==> src/rtl/display_pkg.sv <==
// Shared constants and helpers for the multiplexed display blocks.
package display_pkg;

    localparam int MAX_DIGITS = 16;

    // Anode pins are active-low: all ones means every digit is dark.
    localparam logic [MAX_DIGITS-1:0] ANODE_OFF = '1;

    // 65536 cycles per slot at 100 MHz gives ~190 Hz frame rate with 8 digits.
    localparam int DEFAULT_TICK_DIV = 65536;

    function automatic logic [MAX_DIGITS-1:0] onehot_n(input logic [3:0] idx);
        logic [MAX_DIGITS-1:0] oh;
        oh = '0;
        oh[idx] = 1'b1;
        return ~oh;
    endfunction

endpackage

==> src/rtl/scan_controller_if.sv <==
// Digit-enable/brightness inputs and anode/select/frame outputs of the scan controller.
interface scan_controller_if #(
    parameter int NUM_DIGITS = 8,
    parameter int PWM_BITS   = 4
);
    localparam int SEL_W = $clog2(NUM_DIGITS);

    logic [NUM_DIGITS-1:0] digit_en;
    logic [PWM_BITS-1:0]   brightness;
    logic [NUM_DIGITS-1:0] anodes;
    logic [SEL_W-1:0]      sel;
    logic                  frame_start;

    modport master (
        output digit_en, brightness,
        input  anodes, sel, frame_start
    );

    modport slave (
        input  digit_en, brightness,
        output anodes, sel, frame_start
    );

endinterface

==> src/rtl/tick_divider.sv <==
// Free-running modulo-DIV counter with a terminal-count flag on the last value.
// Latency: tc is combinational from count. Backpressure: none, always counts.
module tick_divider #(
    parameter int unsigned DIV = 16,
    parameter int          W   = $clog2(DIV)
) (
    input  logic         clk,
    input  logic         reset,
    output logic [W-1:0] count,
    output logic         tc
);

    assign tc = (count == W'(DIV - 1));

    always_ff @(posedge clk) begin
        if (!reset) begin
            count <= '0;
        end else if (tc) begin
            count <= '0;
        end else begin
            count <= count + W'(1);
        end
    end

endmodule

==> src/rtl/scan_controller.sv <==
// Multiplexed 7-segment scanner: per-slot digit select, blanking, PWM brightness, frame strobe.
// Latency: pins are registered, one cycle after the slot state. Backpressure: none, free-running.
module scan_controller
    import display_pkg::*;
#(
    parameter int NUM_DIGITS = 8,
    parameter int SEL_W      = $clog2(NUM_DIGITS),
    parameter int TICK_DIV   = DEFAULT_TICK_DIV,
    parameter int PWM_BITS   = 4
) (
    input  logic              clk,
    input  logic              reset,
    scan_controller_if.slave  bus
);

    localparam int CNT_W = $clog2(TICK_DIV);
    localparam int STEP  = TICK_DIV >> PWM_BITS;

    logic [CNT_W-1:0]    div_cnt;
    logic                slot_end;
    logic                slot_first;
    logic [SEL_W-1:0]    idx;
    logic                en_q;
    logic [PWM_BITS-1:0] br_q;
    logic                en_cur;
    logic [PWM_BITS-1:0] br_cur;
    logic [CNT_W-1:0]    pwm_thr;
    logic                lit;

    tick_divider #(
        .DIV (TICK_DIV),
        .W   (CNT_W)
    ) u_div (
        .clk   (clk),
        .reset (reset),
        .count (div_cnt),
        .tc    (slot_end)
    );

    always_ff @(posedge clk) begin
        if (!reset) begin
            idx <= '0;
        end else if (slot_end) begin
            idx <= (idx == SEL_W'(NUM_DIGITS - 1)) ? '0 : idx + SEL_W'(1);
        end
    end

    assign slot_first = (div_cnt == '0);

    // The first cycle of a slot uses the live inputs (also covers the slot right after
    // reset); they are held for the rest of the slot so mid-slot changes are ignored.
    assign en_cur = slot_first ? bus.digit_en[idx] : en_q;
    assign br_cur = slot_first ? bus.brightness    : br_q;

    always_ff @(posedge clk) begin
        if (!reset) begin
            en_q <= 1'b0;
            br_q <= '0;
        end else if (slot_first) begin
            en_q <= bus.digit_en[idx];
            br_q <= bus.brightness;
        end
    end

    assign pwm_thr = CNT_W'(br_cur) * CNT_W'(STEP);
    assign lit     = en_cur && ((br_cur == '1) || (div_cnt < pwm_thr));

    always_ff @(posedge clk) begin
        if (!reset) begin
            bus.anodes      <= NUM_DIGITS'(ANODE_OFF);
            bus.sel         <= '0;
            bus.frame_start <= 1'b0;
        end else begin
            bus.anodes      <= lit ? NUM_DIGITS'(onehot_n(4'(idx))) : NUM_DIGITS'(ANODE_OFF);
            bus.sel         <= idx;
            bus.frame_start <= slot_first && (idx == '0);
        end
    end

endmodule

==> src/flat_wrapper.sv <==
// flat-port wrapper written by rule: the top's interface ports become plain ports
module scan_controller_flat import display_pkg::*;
#(
    parameter int NUM_DIGITS = 8,
    parameter int SEL_W      = $clog2(NUM_DIGITS),
    parameter int TICK_DIV   = DEFAULT_TICK_DIV,
    parameter int PWM_BITS   = 4
)
  (clk, reset, bus_digit_en, bus_brightness, bus_anodes, bus_sel, bus_frame_start);
  scan_controller_if #(.NUM_DIGITS(NUM_DIGITS), .PWM_BITS(PWM_BITS)) bus_i ();
  input  logic clk;
  input  logic reset;
  input wire logic [$bits(bus_i.digit_en)-1:0] bus_digit_en;
  input wire logic [$bits(bus_i.brightness)-1:0] bus_brightness;
  output wire logic [$bits(bus_i.anodes)-1:0] bus_anodes;
  output wire logic [$bits(bus_i.sel)-1:0] bus_sel;
  output wire logic [$bits(bus_i.frame_start)-1:0] bus_frame_start;
  assign bus_i.digit_en = bus_digit_en;
  assign bus_i.brightness = bus_brightness;
  assign bus_anodes = bus_i.anodes;
  assign bus_sel = bus_i.sel;
  assign bus_frame_start = bus_i.frame_start;
  scan_controller #(.NUM_DIGITS(NUM_DIGITS), .SEL_W(SEL_W), .TICK_DIV(TICK_DIV), .PWM_BITS(PWM_BITS)) u_core (.clk(clk), .reset(reset), .bus(bus_i));
endmodule
==> config.mk <==
export PLATFORM = sky130hd
export DESIGN_NAME = scan_controller_flat
export DESIGN_NICKNAME = d
export VERILOG_FILES = /design/src/rtl/display_pkg.sv /design/src/rtl/scan_controller_if.sv /design/src/rtl/tick_divider.sv /design/src/rtl/scan_controller.sv /design/src/flat_wrapper.sv
export SDC_FILE = /design/constraint.sdc
export NUM_CORES = 1
export LEC_CHECK = 0
export CAP_MARGIN = 0
export CORE_ASPECT_RATIO = 0.9
export CORE_MARGIN = 10
export CORE_UTILIZATION = 48
export CTS_CLUSTER_SIZE = 12
export DETAILED_ROUTE_END_ITERATION = 8
export PLACE_DENSITY_LB_ADDON = 0.2
export SYNTH_ARGS = -nofsm -noshare
export SYNTH_HDL_FRONTEND = slang
export SYNTH_SLANG_ARGS = --single-unit
==> constraint.sdc <==
create_clock -name clk -period 2.4 [get_ports clk]
set_clock_uncertainty 0.2 [all_clocks]
set_input_delay 0.48 -clock clk [delete_from_list [all_inputs] [get_ports clk]]
set_output_delay 0.48 -clock clk [all_outputs]
set_load 0.05 [all_outputs]
; Yosys cells after proc, flatten, opt, wreduce, memory -nomap -nowiden
; Cells that the tools add are included.
[op_classes]
eq_ne = 3
n_bitwise = 2
muxes = 7
add_sub_neg = 2
n_reduce_logical = 8
magnitude_cmp = 4
[op_table]
columns = operator, n
row1 = "16-bit by 1-bit adder with 16-bit output, second input constant", 1
row2 = "16-bit == test, second input constant", 1
row3 = 16-bit logical NOT, 1
row4 = 16-bit < comparator, 1
row5 = 8-bit NOT, 1
row6 = "3-bit by 5-bit < comparator with 1-bit output, second input constant", 1
row7 = "4-bit == test, second input constant", 1
row8 = "3-bit by 4-bit < comparator with 1-bit output, second input constant", 1
row9 = 4-bit 2-to-1 mux, 1
row10 = "3-bit by 1-bit adder with 3-bit output, second input constant", 1
row11 = 1-bit binary-select mux with 3-bit select, 1
row12 = 1-bit demux with 3-bit select, 1
row13 = "3-bit == test, second input constant", 1
row14 = "3-bit by 1-bit >= comparator with 1-bit output, second input constant", 1
row15 = 1-bit logical AND, 3
row16 = 3-bit logical NOT, 1
row17 = 1-bit 2-to-1 mux, 3
row18 = 3-bit 2-to-1 mux, 1
row19 = 2-bit AND reduction, 1
row20 = 2-bit OR reduction, 1
row21 = 1-bit logical OR, 1
row22 = 1-bit NOT, 1
[word_totals]
word_cells = 33
input_bits = 14
reg_bits = 36

; Logic depth before layout (Yosys ltp)
[depth]
ltp_word = 6
depth_mapped = 10
ltp_nobuf = 10

; Modules after synthesis
; Synthesis repeated with hierarchy kept, for this count alone.
[unflattened]
cells_unflattened = 167
hier_area_um2 = 1659.1
[modules_own_cells]
columns = mod, cells_each, area_per_inst_um2, n_inst
row1 = scan_controller, 90, 948.4, 1
row2 = tick_divider, 77, 710.7, 1

; Worst setup path after synthesis
; OpenSTA, ideal clock, no wires.
[synth_timing]
path_kind = reg-to-reg
startpoint = register u_core.u_div.count[0]
endpoint = register u_core.bus.anodes[1]
t_arrival_ps = 2148
setup_slack_ps = -82
path_stages_with_launch = 11
setup_time_ps = 134
period_less_slack_ps = 2482
required_time_ps = 2066
cell_sequence = dfxtp_1 inv_1 ha_1 nor4b_2 nand4_1 mux2i_1 ha_1 a221oi_1 nor2_1 o22ai_2 a21oi_1
[synth_between]
elab_chain_len = 6
[synth_rtl]
columns = element, line
row1 = start: declaration, tick_divider.sv:9  ; output logic [W-1:0] count,
row2 = start signal: assignment, tick_divider.sv:21  ; count <= count + W'(1);
row3 = 16-bit logical NOT, scan_controller.sv:48  ; assign slot_first = (div_cnt == '0);
row4 = 4-bit 2-to-1 mux, scan_controller.sv:53  ; assign br_cur = slot_first ? bus.brightness : br_q;
row5 = 16-bit < comparator / 4-bit == test (equally long branches), scan_controller.sv:66  ; assign lit = en_cur && ((br_cur == '1) || (div_cnt < pwm_thr));
row6 = 1-bit logical OR, scan_controller.sv:66
row7 = 1-bit logical AND (*), scan_controller.sv:66
row8 = 2-bit AND reduction (no line) (*), -
row9 = end signal: assignment, scan_controller.sv:70  ; bus.anodes <= NUM_DIGITS'(ANODE_OFF);
row10 = end signal: assignment, scan_controller.sv:74  ; bus.anodes <= lit ? NUM_DIGITS'(onehot_n(4'(idx))) : NUM_DIGITS'(ANODE_OFF);
row11 = end: declaration, scan_controller_if.sv:21  ; output anodes, sel, frame_start
; Every way passes the cells marked *; elsewhere a longest branch is shown, timed or not.
; A chain may end at the register's enable or synchronous reset.

; Worst setup path in the final report
[layout_timing]
startpoint = register u_core.u_div.count[0]
endpoint = register u_core.bus.anodes[4]
; The elaborated chain is that of the path after synthesis.

==> summary.txt <==
Synthesis
  – Predominant post-synthesis flop cell: sky130_fd_sc_hd__dfxtp_1
  – Warnings from Yosys: 0
  – Post-synthesis sequential element count: 36
  – Async set-or-reset flop fraction in the synthesized netlist: 0%
  – EDFF count, synth: 0
  – Avg Cell Area, Syn: 9.15 um^2
  – Count of cell types in the netlist: 43
  – Count of mapped cells out of synthesis: 193
  – Syn Nets: 214
  – Netlist area before placement: 1770 um^2
  – Sequential fraction of the synthesis area: 40.8%

Placed design
  – Worst setup slack before clock tree synthesis: -201 ps
  – Post-detail-place hpwl: 3490 um
  – Placed Instances: 283
  – Number of buffers inserted by port buffering: 25
  – Instance area after placement: 2270 um^2
  – Final weighted congestion in routability-driven placement: 0.869

Worst hold path
  – Hold Path Cell Cnt: 2
  – Hold path endpoint: u_core.br_q[2]$_SDFF_PN0_
  – Kind of path behind the tightest hold check: flop to flop
  – Hold path start: u_core.br_q[2]$_SDFF_PN0_

Clocking
  – Max Root-Sink Buffers: 2
  – Skew-Pair Late Insertion Delay: 290 ps
  – Total clock sinks: 36
  – Number of buffers added to fix hold violations after cts: 0
  – Clock buffers created by TritonCTS: 5
  – Post-CTS clock slew at the launch and capture registers of the worst setup and hold paths: 70 ps
  – Root Buffer Master: sky130_fd_sc_hd__clkbuf_8
  – H-tree lvl count: 2
  – TritonCTS clock tree: built

Die
  – Io pins: 26
  – Initial core utilization: 51.1%
  – Die W: 83.9 um
  – Core ar.: 3450 um^2
  – Die span in y: 77.5 um
  – Floorplan die area: 6510 um^2
  – Core Rows: 20

Run status
  – Run status: finished with violations
  – Failing checks: setup timing

Job
  – Max Cap Violations: 0

Finish
  – Final standard cell area without fillers: 2440 um^2
  – NumNets Final: 272
  – Final cell count without fillers: 296
  – Area Overhead vs Synth: 38.1%
  – Fraction of final layout cells sized beyond drive strength 1: 24.2%
  – Post-layout util: 70.6%
  – Filler cells: 250
  – Final antenna diode count: 0

Critical path
  – Worst Path Max Fanout: 8
  – Arrival time reported for the critical path endpoint: 2460 ps
  – Startpoint-to-endpoint class of the critical path: flop to flop
  – Endpoint of the lowest-slack register-to-register path: u_core.bus.anodes[4]$_SDFF_PN1_
  – Cell breakdown of the critical path: inv_2 > ha_4 > nor4b_4 > nand4_1 > buf_4 > mux2i_2 > ha_1 > o21ai_2 > nor2_1 > o22ai_2 > buf_6 > a21oi_2
  – Cell family with most CP delay: simple AND/OR/NAND/NOR gates
  – CP endpoint kind: flop
  – Reg2reg start: u_core.u_div.count[0]$_SDFF_PP0_
  – Path depth of the worst reg2reg path: 12
  – Worst setup slack for register-to-register paths: -100 ps
  – Maximum single-stage delay on the critical path: 330 ps
  – Slowest stage cell, crit path: sky130_fd_sc_hd__dfxtp_2
  – Worst Setup Start Kind: flop
  – Data required time at the worst endpoint: 2360 ps
  – Number of buffer and inverter instances along the worst setup path: 3

Global route
  – Global-route congestion overflow total: 0
  – Maximum number of pins on one net before global-route repair: 16
  – GRT met2 Usage: 25.0%
  – Number of antenna violations at the first check in global routing: 0
  – Via count of the first global-routing pass: 1686
  – Met1 usage: 15.1%
  – Global routing usage summed across all routing layers: 14.3%
  – Global-route met3 utilization: 4.70%
  – Most utilized layer in the global route result: met2
  – First-pass GRT wire length: 7870 um

STA
  – Least setup slack across all paths after layout: -99.1 ps
  – Post-route minimum period: 2500 ps
  – Highest clock frequency the design can meet: 0.400 GHz
  – Setup violation total in the final timing report: 8
  – Slew of the pin with the lowest slew margin: 516 ps
  – Final count of hold timing violations: 0
  – Relative slew slack: 64.7%
  – Unrepaired setup endpoints after global routing: yes
  – Final critical-path share of the clock period: 104%
  – Final max-slew violation count: 0

Routing
  – Routed via count: 1615
  – Via-to-Cell Ratio: 5.46
  – Detailed-routing iteration count for the pre-antenna-repair pass: 4
  – Post-route antenna net violation count: 0
  – Final Routed Wirelength: 4650 um
  – Wire per inst: 15.7 um
  – Total DRC errors in the routed layout: 0
  – Number of violations reported at the end of detailed-routing iteration 0: 128

Power
  – Tot Pwr: 1.27 mW
  – P per Cell Area: 521 nW/um^2
  – Static leakage: 1.01 nW
  – Max rail drop VDD: 0.000325 V
[report_power, final]
part / total [mW] / switching [mW] / internal (mW) / leakage [nW]
clock network: 0.448 / 0.214 / 0.234 / 0.0455
registers: 0.624 / 0.0102 / 0.614 / 0.293
logic: 0.199 / 0.0927 / 0.106 / 0.674
total: 1.27 / 0.317 / 0.954 / 1.01
[sequential cells by signal, indices dropped and copies added, names as in the netlist]
signal / flops
u_core.u_div.count: 16
u_core.br_q: 4
u_core.bus.anodes: 8
u_core.idx: 3
u_core.bus.frame_start: 1
u_core.bus.sel: 3
u_core.en_q: 1
[worst max-delay path by stage]
stage	from	endpoint	cells after the start
floorplan	u_core.u_div.count[0]$_SDFF_PP0_	u_core.bus.anodes[1]$_SDFF_PN1_	10
global placement	bus_digit_en[0]	u_core.bus.anodes[4]$_SDFF_PN1_	7
finish	u_core.u_div.count[0]$_SDFF_PP0_	u_core.bus.anodes[4]$_SDFF_PN1_	12
global route	u_core.u_div.count[0]$_SDFF_PP0_	u_core.bus.anodes[0]$_SDFF_PN1_	12
CTS	u_core.u_div.count[0]$_SDFF_PP0_	u_core.bus.anodes[4]$_SDFF_PN1_	12
detailed placement	u_core.u_div.count[5]$_SDFF_PP0_	u_core.bus.anodes[4]$_SDFF_PN1_	10
[stage by stage]
stage | hold slack [ps] | TNS [ps]
2_1_floorplan | 215 | -5.59
3_3_place_gp | 299 | -377
3_5_place_dp | 316 | -1160
4_1_cts | 334 | -232
5_1_grt | 353 | -1510
6_report | 345 | -650
[cells in the final DEF, fill, tap and decap left out, types with 6 or more instances in the layout]
cell	Yosys	final
sky130_fd_sc_hd__a21oi_1	8	6
sky130_fd_sc_hd__nor2b_1	7	7
sky130_fd_sc_hd__clkbuf_8	0	6
sky130_fd_sc_hd__clkdlybuf4s50_1	0	25
sky130_fd_sc_hd__dfxtp_1	36	34
sky130_fd_sc_hd__xor2_1	9	9
sky130_fd_sc_hd__nand3_1	6	6
sky130_fd_sc_hd__nand4_1	6	6
sky130_fd_sc_hd__nor2_1	20	20
sky130_fd_sc_hd__ha_1	7	6
sky130_fd_sc_hd__buf_4	0	32
sky130_fd_sc_hd__nand2_1	15	15
[what timing repair did]
item | 4_1_cts | 5_1_grt
endpoints found under the setup margin | 8 | 8
hold endpoints to repair | 0 | 0
gates resized for setup | 8 | 6
buffers inserted | 3 | 2
pin swaps | 2 | 2
[cell usage after synthesis, drive strengths merged (3+ instances only)]
library cell / count / area (um^2)
dfxtp: 36 / 721
nor2: 20 / 75.1
nand2: 15 / 56.3
xor2: 9 / 78.8
a21oi: 8 / 40.0
ha: 7 / 87.6
inv: 7 / 26.3
nand3: 7 / 40.0
nor2b: 7 / 43.8
and2: 6 / 40.0
nand4: 6 / 37.5
and3: 5 / 31.3
mux2i: 5 / 50.1
xnor2: 5 / 43.8
and4: 4 / 37.5
clkbuf: 4 / 15.0
nor3: 4 / 20.0
nor4: 4 / 25.0
a211oi: 3 / 22.5
a2bb2oi: 3 / 26.3
buf: 3 / 13.8
o21ai: 3 / 15.0
[worst reg2reg max path: cells and delay by family, from the launching register on]
family	cells	cell delay, ps
buf+inv	3	410
fa+ha+maj	2	430
flops	1	330
simple gates	3	470
compound gates	3	340
mux	1	200
[area by class of cell]
| class | count | area, um^2 | area share (%) |
|---|---|---|---|
| Clock buffer | 8 | 90.1 | 3.69 |
| Multi-Input combinational cell | 143 | 1040 | 42.7 |
| Inverter | 7 | 26.3 | 1.08 |
| Timing Repair Buffer | 58 | 502 | 20.6 |
| Tap cell | 44 | 55.1 | 2.26 |
| Sequential cell | 36 | 723 | 29.7 |
[routing by layer]
layer,wire [um],part of all wire (%)
met5,0,0
met2,2380,51
met1,1880,40
met3,265,5.7
met4,133,2.9
[logic make-up (layout without fill, tap and decap cells)]
group                      count (synthesis)  count (layout)  synth area share (%)
and+or+nand+nor                           90              90                  28.8
DFF                                       36              36                  40.8
AOI/OAI and AO/OA                         25              25                  11.1
xor gates and xnor gates                  14              14                  6.95
buffers and inverters                     14              73                  3.12
adders and majority gates                  7               7                  4.96
muxes                                      7               7                  4.32
Note: power is estimated with default switching activity, not from simulation.
